**src/rtl/instr_sequencer_if.sv**
```systemverilog
// Sequencer bus: ROM/datapath status in, PC/datapath control out.
// The step signal exists only when SEQ_SINGLE_STEP_EN is defined.
interface instr_sequencer_if;
    logic        run;
    logic [15:0] instr;
    logic        mem_ready;
    logic        zero_flag;
`ifdef SEQ_SINGLE_STEP_EN
    logic        step;
`endif
    logic        pc_enable;
    logic        pc_jump;
    logic [9:0]  pc_jump_address;
    logic        ir_load;
    logic        exec_en;
    logic        halted;
    logic [15:0] instr_count;

    modport master (
        input  run,
        input  instr,
        input  mem_ready,
        input  zero_flag,
`ifdef SEQ_SINGLE_STEP_EN
        input  step,
`endif
        output pc_enable,
        output pc_jump,
        output pc_jump_address,
        output ir_load,
        output exec_en,
        output halted,
        output instr_count
    );

    modport slave (
        output run,
        output instr,
        output mem_ready,
        output zero_flag,
`ifdef SEQ_SINGLE_STEP_EN
        output step,
`endif
        input  pc_enable,
        input  pc_jump,
        input  pc_jump_address,
        input  ir_load,
        input  exec_en,
        input  halted,
        input  instr_count
    );
endinterface

```
**src/rtl/instr_sequencer.sv**
```systemverilog
// Instruction sequencer: FETCH/DECODE/EXECUTE/UPDATE stepping with registered PC/datapath strobes.
// Optional single-step PAUSE state enabled by defining SEQ_SINGLE_STEP_EN.
module instr_sequencer #(
    parameter int unsigned         OPCODE_W = 4,
    parameter logic [OPCODE_W-1:0] JMP_OP   = 4'hA,
    parameter logic [OPCODE_W-1:0] BRZ_OP   = 4'hB,
    parameter logic [OPCODE_W-1:0] HALT_OP  = 4'hF
) (
    input logic               clk,
    input logic               reset_n,
    instr_sequencer_if.master bus
);

`ifdef SEQ_SINGLE_STEP_EN
    typedef enum logic [2:0] {
        StIdle, StFetch, StDecode, StExecute, StUpdate, StHalt, StPause
    } state_e;
`else
    typedef enum logic [2:0] {
        StIdle, StFetch, StDecode, StExecute, StUpdate, StHalt
    } state_e;
`endif

    state_e state_q, state_d;

    logic [15:0]         ir_q, ir_d;
    logic [OPCODE_W-1:0] opcode;
    logic                pc_enable_q, pc_enable_d;
    logic                pc_jump_q, pc_jump_d;
    logic [9:0]          jump_addr_q, jump_addr_d;
    logic                ir_load_q, ir_load_d;
    logic                exec_en_q, exec_en_d;
    logic                halted_q, halted_d;
    logic [15:0]         count_q, count_d;

    assign opcode = ir_q[15 -: OPCODE_W];

    // IR bits between the opcode and the target address carry no meaning here.
    logic unused_ir_bits;
    assign unused_ir_bits = ^ir_q[11:10];

`ifdef SEQ_SINGLE_STEP_EN
    logic step_q;
    logic step_rise;
    assign step_rise = bus.step & ~step_q;

    always_ff @(posedge clk or negedge reset_n) begin
        if (!reset_n) begin
            step_q <= 1'b0;
        end else begin
            step_q <= bus.step;
        end
    end
`endif

    always_comb begin
        state_d     = state_q;
        ir_d        = ir_q;
        pc_jump_d   = pc_jump_q;
        jump_addr_d = jump_addr_q;
        count_d     = count_q;
        // Strobes are a registered image of the phase, so each is one clean flop output.
        pc_enable_d = (state_q == StUpdate);
        ir_load_d   = (state_q == StDecode);
        exec_en_d   = (state_q == StExecute);
        halted_d    = (state_q == StHalt);

        unique case (state_q)
            StIdle: begin
                if (bus.run) state_d = StFetch;
            end
            StFetch: begin
                if (bus.mem_ready) begin
                    ir_d    = bus.instr;
                    state_d = StDecode;
                end
            end
            StDecode: begin
                if (opcode == HALT_OP) begin
                    state_d = StHalt;
                end else begin
                    state_d     = StExecute;
                    pc_jump_d   = 1'b0;
                    jump_addr_d = '0;
                    if (opcode == JMP_OP) begin
                        pc_jump_d   = 1'b1;
                        jump_addr_d = ir_q[9:0];
                    end else if (opcode == BRZ_OP) begin
                        pc_jump_d   = bus.zero_flag;
                        jump_addr_d = ir_q[9:0];
                    end
                end
            end
            StExecute: begin
                state_d = StUpdate;
            end
            StUpdate: begin
                if (count_q != 16'hFFFF) count_d = count_q + 16'd1;
`ifdef SEQ_SINGLE_STEP_EN
                state_d = bus.run ? StPause : StIdle;
`else
                state_d = bus.run ? StFetch : StIdle;
`endif
            end
            StHalt: begin
                state_d = StHalt;
            end
`ifdef SEQ_SINGLE_STEP_EN
            StPause: begin
                if (!bus.run) begin
                    state_d = StIdle;
                end else if (step_rise) begin
                    state_d = StFetch;
                end
            end
`endif
            default: state_d = StIdle;
        endcase
    end

    always_ff @(posedge clk or negedge reset_n) begin
        if (!reset_n) begin
            state_q     <= StIdle;
            ir_q        <= '0;
            pc_enable_q <= 1'b0;
            pc_jump_q   <= 1'b0;
            jump_addr_q <= '0;
            ir_load_q   <= 1'b0;
            exec_en_q   <= 1'b0;
            halted_q    <= 1'b0;
            count_q     <= '0;
        end else begin
            state_q     <= state_d;
            ir_q        <= ir_d;
            pc_enable_q <= pc_enable_d;
            pc_jump_q   <= pc_jump_d;
            jump_addr_q <= jump_addr_d;
            ir_load_q   <= ir_load_d;
            exec_en_q   <= exec_en_d;
            halted_q    <= halted_d;
            count_q     <= count_d;
        end
    end

    assign bus.pc_enable       = pc_enable_q;
    assign bus.pc_jump         = pc_jump_q;
    assign bus.pc_jump_address = jump_addr_q;
    assign bus.ir_load         = ir_load_q;
    assign bus.exec_en         = exec_en_q;
    assign bus.halted          = halted_q;
    assign bus.instr_count     = count_q;

endmodule

```
**src/flat_wrapper.sv**
```systemverilog
// flat-port wrapper written by rule: the top's interface ports become plain ports
module instr_sequencer_flat 
#(
    parameter int unsigned         OPCODE_W = 4,
    parameter logic [OPCODE_W-1:0] JMP_OP   = 4'hA,
    parameter logic [OPCODE_W-1:0] BRZ_OP   = 4'hB,
    parameter logic [OPCODE_W-1:0] HALT_OP  = 4'hF
)
  (clk, reset_n, bus_run, bus_instr, bus_mem_ready, bus_zero_flag, bus_pc_enable, bus_pc_jump, bus_pc_jump_address, bus_ir_load, bus_exec_en, bus_halted, bus_instr_count);
  instr_sequencer_if bus_i ();
  input logic clk;
  input logic reset_n;
  input wire logic [$bits(bus_i.run)-1:0] bus_run;
  input wire logic [$bits(bus_i.instr)-1:0] bus_instr;
  input wire logic [$bits(bus_i.mem_ready)-1:0] bus_mem_ready;
  input wire logic [$bits(bus_i.zero_flag)-1:0] bus_zero_flag;
  output wire logic [$bits(bus_i.pc_enable)-1:0] bus_pc_enable;
  output wire logic [$bits(bus_i.pc_jump)-1:0] bus_pc_jump;
  output wire logic [$bits(bus_i.pc_jump_address)-1:0] bus_pc_jump_address;
  output wire logic [$bits(bus_i.ir_load)-1:0] bus_ir_load;
  output wire logic [$bits(bus_i.exec_en)-1:0] bus_exec_en;
  output wire logic [$bits(bus_i.halted)-1:0] bus_halted;
  output wire logic [$bits(bus_i.instr_count)-1:0] bus_instr_count;
  assign bus_i.run = bus_run;
  assign bus_i.instr = bus_instr;
  assign bus_i.mem_ready = bus_mem_ready;
  assign bus_i.zero_flag = bus_zero_flag;
  assign bus_pc_enable = bus_i.pc_enable;
  assign bus_pc_jump = bus_i.pc_jump;
  assign bus_pc_jump_address = bus_i.pc_jump_address;
  assign bus_ir_load = bus_i.ir_load;
  assign bus_exec_en = bus_i.exec_en;
  assign bus_halted = bus_i.halted;
  assign bus_instr_count = bus_i.instr_count;
  instr_sequencer #(.OPCODE_W(OPCODE_W), .JMP_OP(JMP_OP), .BRZ_OP(BRZ_OP), .HALT_OP(HALT_OP)) u_core (.clk(clk), .reset_n(reset_n), .bus(bus_i));
endmodule
```
**config.mk**
```make
export PLATFORM = sky130hd
export DESIGN_NAME = instr_sequencer_flat
export DESIGN_NICKNAME = d
export VERILOG_FILES = /design/src/rtl/instr_sequencer_if.sv /design/src/rtl/instr_sequencer.sv /design/src/flat_wrapper.sv
export SDC_FILE = /design/constraint.sdc
export NUM_CORES = 1
export LEC_CHECK = 0
export ABC_CLOCK_PERIOD_IN_PS = 2400
export CAP_MARGIN = 20
export CORE_MARGIN = 2
export CORE_UTILIZATION = 37
export CTS_BUF_LIST = sky130_fd_sc_hd__clkbuf_8
export DETAILED_ROUTE_END_ITERATION = 8
export SETUP_SLACK_MARGIN = 0.02
export SYNTH_ARGS = -nofsm -noshare
export SYNTH_HDL_FRONTEND = slang
export SYNTH_SLANG_ARGS = --single-unit
```
**constraint.sdc**
```tcl
create_clock -name clk -period 2.4 [get_ports clk]
set_clock_uncertainty 0.1 [all_clocks]
set_input_delay 0.72 -clock clk [delete_from_list [all_inputs] [get_ports clk]]
set_output_delay 0.72 -clock clk [all_outputs]
set_load 0.05 [all_outputs]
```
==> summary.md <==
| Metric | Value |
|---|---|
| Worst R2R Path Depth | 5 |
| Postcts setup bufs | 0 |
| Pin count of the biggest net entering global routing | around 50 |
| Initial antenna violation count | 0 |
| Core area | 5473 sq um |
| Commonest non-fill, non-tap cell in the layout | dfrtp_1 |
| Vias | 1492 |
| Slew Viols, Final | 0 |
| CP startpoint kind | flop |
| Vias per inst | 4.860 |
| Area leader, netlist | dfrtp_1 |
| Syn nets | 201 |
| HPWL Detailed | around 2800 um |
| Final Hold Vio Count | 0 |
| Pwr/cell area | between 1000 and 1500 nW/um^2 |
| Distinct cells, synth | 33 |
| Routability cong. | 0.8052 |
| Fill cells | 527 |
| Starting Density | between 30% and 40% |
| Main synth FF type | dfrtp_1 |
| Hold Path Class | in -> async |
| Post-DRT Antenna Nets | 0 |
| Worst setup path class | reg -> out |
| Gr usage total | 13.32% |
| R2r setup slk | 310 ps |
| Arr. time, crit path | 1510 ps |
| Most frequent cells in the layout | dfrtp_1, clkdlybuf4s50_1, nand2_1 |
| Flops & latches, synth | 48 |
| Critical Path End Type | primary output |
| Cell Area, Synth | 2077 sq um |
| Remaining DRCs | 0 |
| Die area | roughly 6200 sq um |
| Root Buffer Master | clkbuf_8 |
| Seq. cell area | 1201 sq um |
| Final WL | ~3800 um |
| # setup viols final | 0 |
| Crit path required time | between 1500 and 2000 ps |
| R2r startpoint | u_core.bus.instr_count[0]$_DFFE_PN0P_ |
| Crit-path leading delay family | buffers and inverters |
| Multi-input logic area | 824.5 sq um |
| Final WS setup | 66.59 ps |
| Seq/Total Area, Yosys | ~58% |
| CP cell instances | clkdlybuf4s50_1 |
| Status | finished, final reports clean |
| Slowest CP cell | clkdlybuf4s50_1 |
| Unrepaired setup endpoints after global routing | no |
| Setup TNS | 0 ps |
| Maximum vdd ir drop | around 0.62 mV |
| Synth top area cells | dfrtp_1, mux2_2, nand2_1, xor2_1, o21ai_0 |
| # nets final | 257 |
| Deepest clock path buffer count | 2 |
| FFs w/ async S/R, synth | 100.0% |
| TritonCTS buffer count | 5 |
| Reg2Reg Capture Point | u_core.bus.instr_count[1]$_DFFE_PN0P_ |
| Worst slew pin tran | 723.6 ps |
| Buffers on Ports | 49 |
| Max Clk Rate | 428.6 MHz |
| Slew Limit Headroom | 51.43% |
| Worst Path Buf+Inv | 1 |
| CTS sink cnt | 48 |
| Post-place setup slack | ~180 ps |
| Share of Yosys cell area claimed by the top area cell type | 57.83% |
| Number of synthesized flops with an enable pin | 0 |
| First-pass GRT wire length | 6541 um |
| Initial DRC Count | 44 |
| Diode count | 0 |
| Vias in the first global route | 1440 |
| Area growth syn-to-layout | 32.59% |
| Mean Syn Cell Area | 11.60 sq um |
| Leak Pwr | 1.348 nW |
| Gate Count Post-Synth | 179 |
| CTS tree | built |
| CP peak stage delay | approximately 800 ps |
| Crit Path Max Fanout | 4 |
| Period utilization | between 90% and 100% |
| Min Clock Period, post-route | 2333 ps |
| Rows | 27 |
| Die width | 78.93 um |
| Clock Pin Slew Worst Setup and Hold Paths | 80 ps |
| GRT Residual Overflow | 0 |
| # H-tree levels | 2 |
| WL/cell | 12.37 um |
| First-pass DRT Iterations | 4 |
| I/O Pins | 52 |
| Layout cells sized above 1 | 19.57% |
| Die height | 78.93 um |
| Worst skew pair latency | between 200 and 300 ps |
| YS warnings | 0 |
| Max-cap violations | 0 |
## how the worst max path moves through the flow
stage,slack (ps),from,to,cells past startpoint
floorplan,190,u_core.bus.instr_count[0]$_DFFE_PN0P_,u_core.bus.instr_count[1]$_DFFE_PN0P_,5
global placement,180,bus_mem_ready,u_core.ir_q[1]$_DFFE_PN0P_,5
detailed placement,180,bus_mem_ready,u_core.ir_q[7]$_DFFE_PN0P_,5
CTS,30,u_core.bus.instr_count[0]$_DFFE_PN0P_,bus_instr_count[0],1
global route,30,u_core.bus.instr_count[1]$_DFFE_PN0P_,bus_instr_count[1],1
finish,70,u_core.bus.instr_count[1]$_DFFE_PN0P_,bus_instr_count[1],1
## metrics by stage
stage          utilization, %  std cells  hold WS, ps  instance area [sq um]  total power, mW
2_1_floorplan               -        179        324.4                   2077            2.210
3_3_place_gp            48.54        300        367.7                   2656            2.650
3_5_place_dp            48.54        300        375.6                   2656            2.670
4_1_cts                 50.00        307        310.1                   2736            3.129
5_1_grt                 50.32        307        302.7                   2754            3.291
6_report                50.32        307        296.8                   2754            3.082
## per-layer routing
layer  GRT usage (%)  up-vias  part of all wire (%)
li1                -      735                     -
met2           22.39       40                    48
met4           3.793        0                  0.53
met5               0        -                     0
met1           16.25      715                    45
met3           4.659        2                   6.3
## flip-flops by register name, summed over array words and instances, names as in the netlist
name and count:
u_core.bus.pc_enable 1, u_core.bus.pc_jump 1, u_core.bus.instr_count 16, u_core.bus.ir_load 1
u_core.bus.exec_en 1, u_core.ir_q 14, u_core.bus.halted 1, u_core.bus.pc_jump_address 10
u_core.state_q 3
## cell usage after synthesis, types with 2 or more instances
cell type and count:
nand3_1 8, buf_6 2, nand3b_1 2, buf_2 2
clkbuf_1 3, nand2b_1 3, xor2_1 9, nand2_1 27
nor3_1 6, dfrtp_1 48, o21ai_0 13, nand4_1 6
and4_1 2, a21oi_1 2, inv_1 2, nor4_4 2
nor2_1 10, mux2_2 17
## cell type report
type                            instances  area share, %
Sequential cell                        48          43.62
Inverter                                2         0.2726
Multi-Input combinational cell        122          29.94
Clock buffer                            5          2.499
Timing Repair Buffer                   56          19.95
Clock inverter                          2         0.4543
Tap cell                               72          3.271
## power by group
part           switching (mW)  internal (mW)  total, mW
registers               0.201           1.09       1.29
clock network           0.252          0.198      0.450
logic                   0.810          0.534       1.34
total                    1.26           1.82       3.08
## cell families (layout without fill, tap and decap cells)
group                      Yosys count  count (layout)  synth area share, %
muxes                               19              19                10.48
adders and majority gates            1               1               0.6023
buffers and inverters                9              65                2.470
AOI/OAI and AO/OA                   19              19                5.482
xor gates and xnor gates            10              10                4.217
and+or+nand+nor                     73              73                18.92
DFF                                 48              48                57.83
## repair_timing
item	CTS	global route
resized for setup	1	7
endpoints found under the hold margin	0	0
hold buffers	0	0
pin swaps	0	0
setup endpoints to repair	1	7
(Power assumes the default switching activity.)
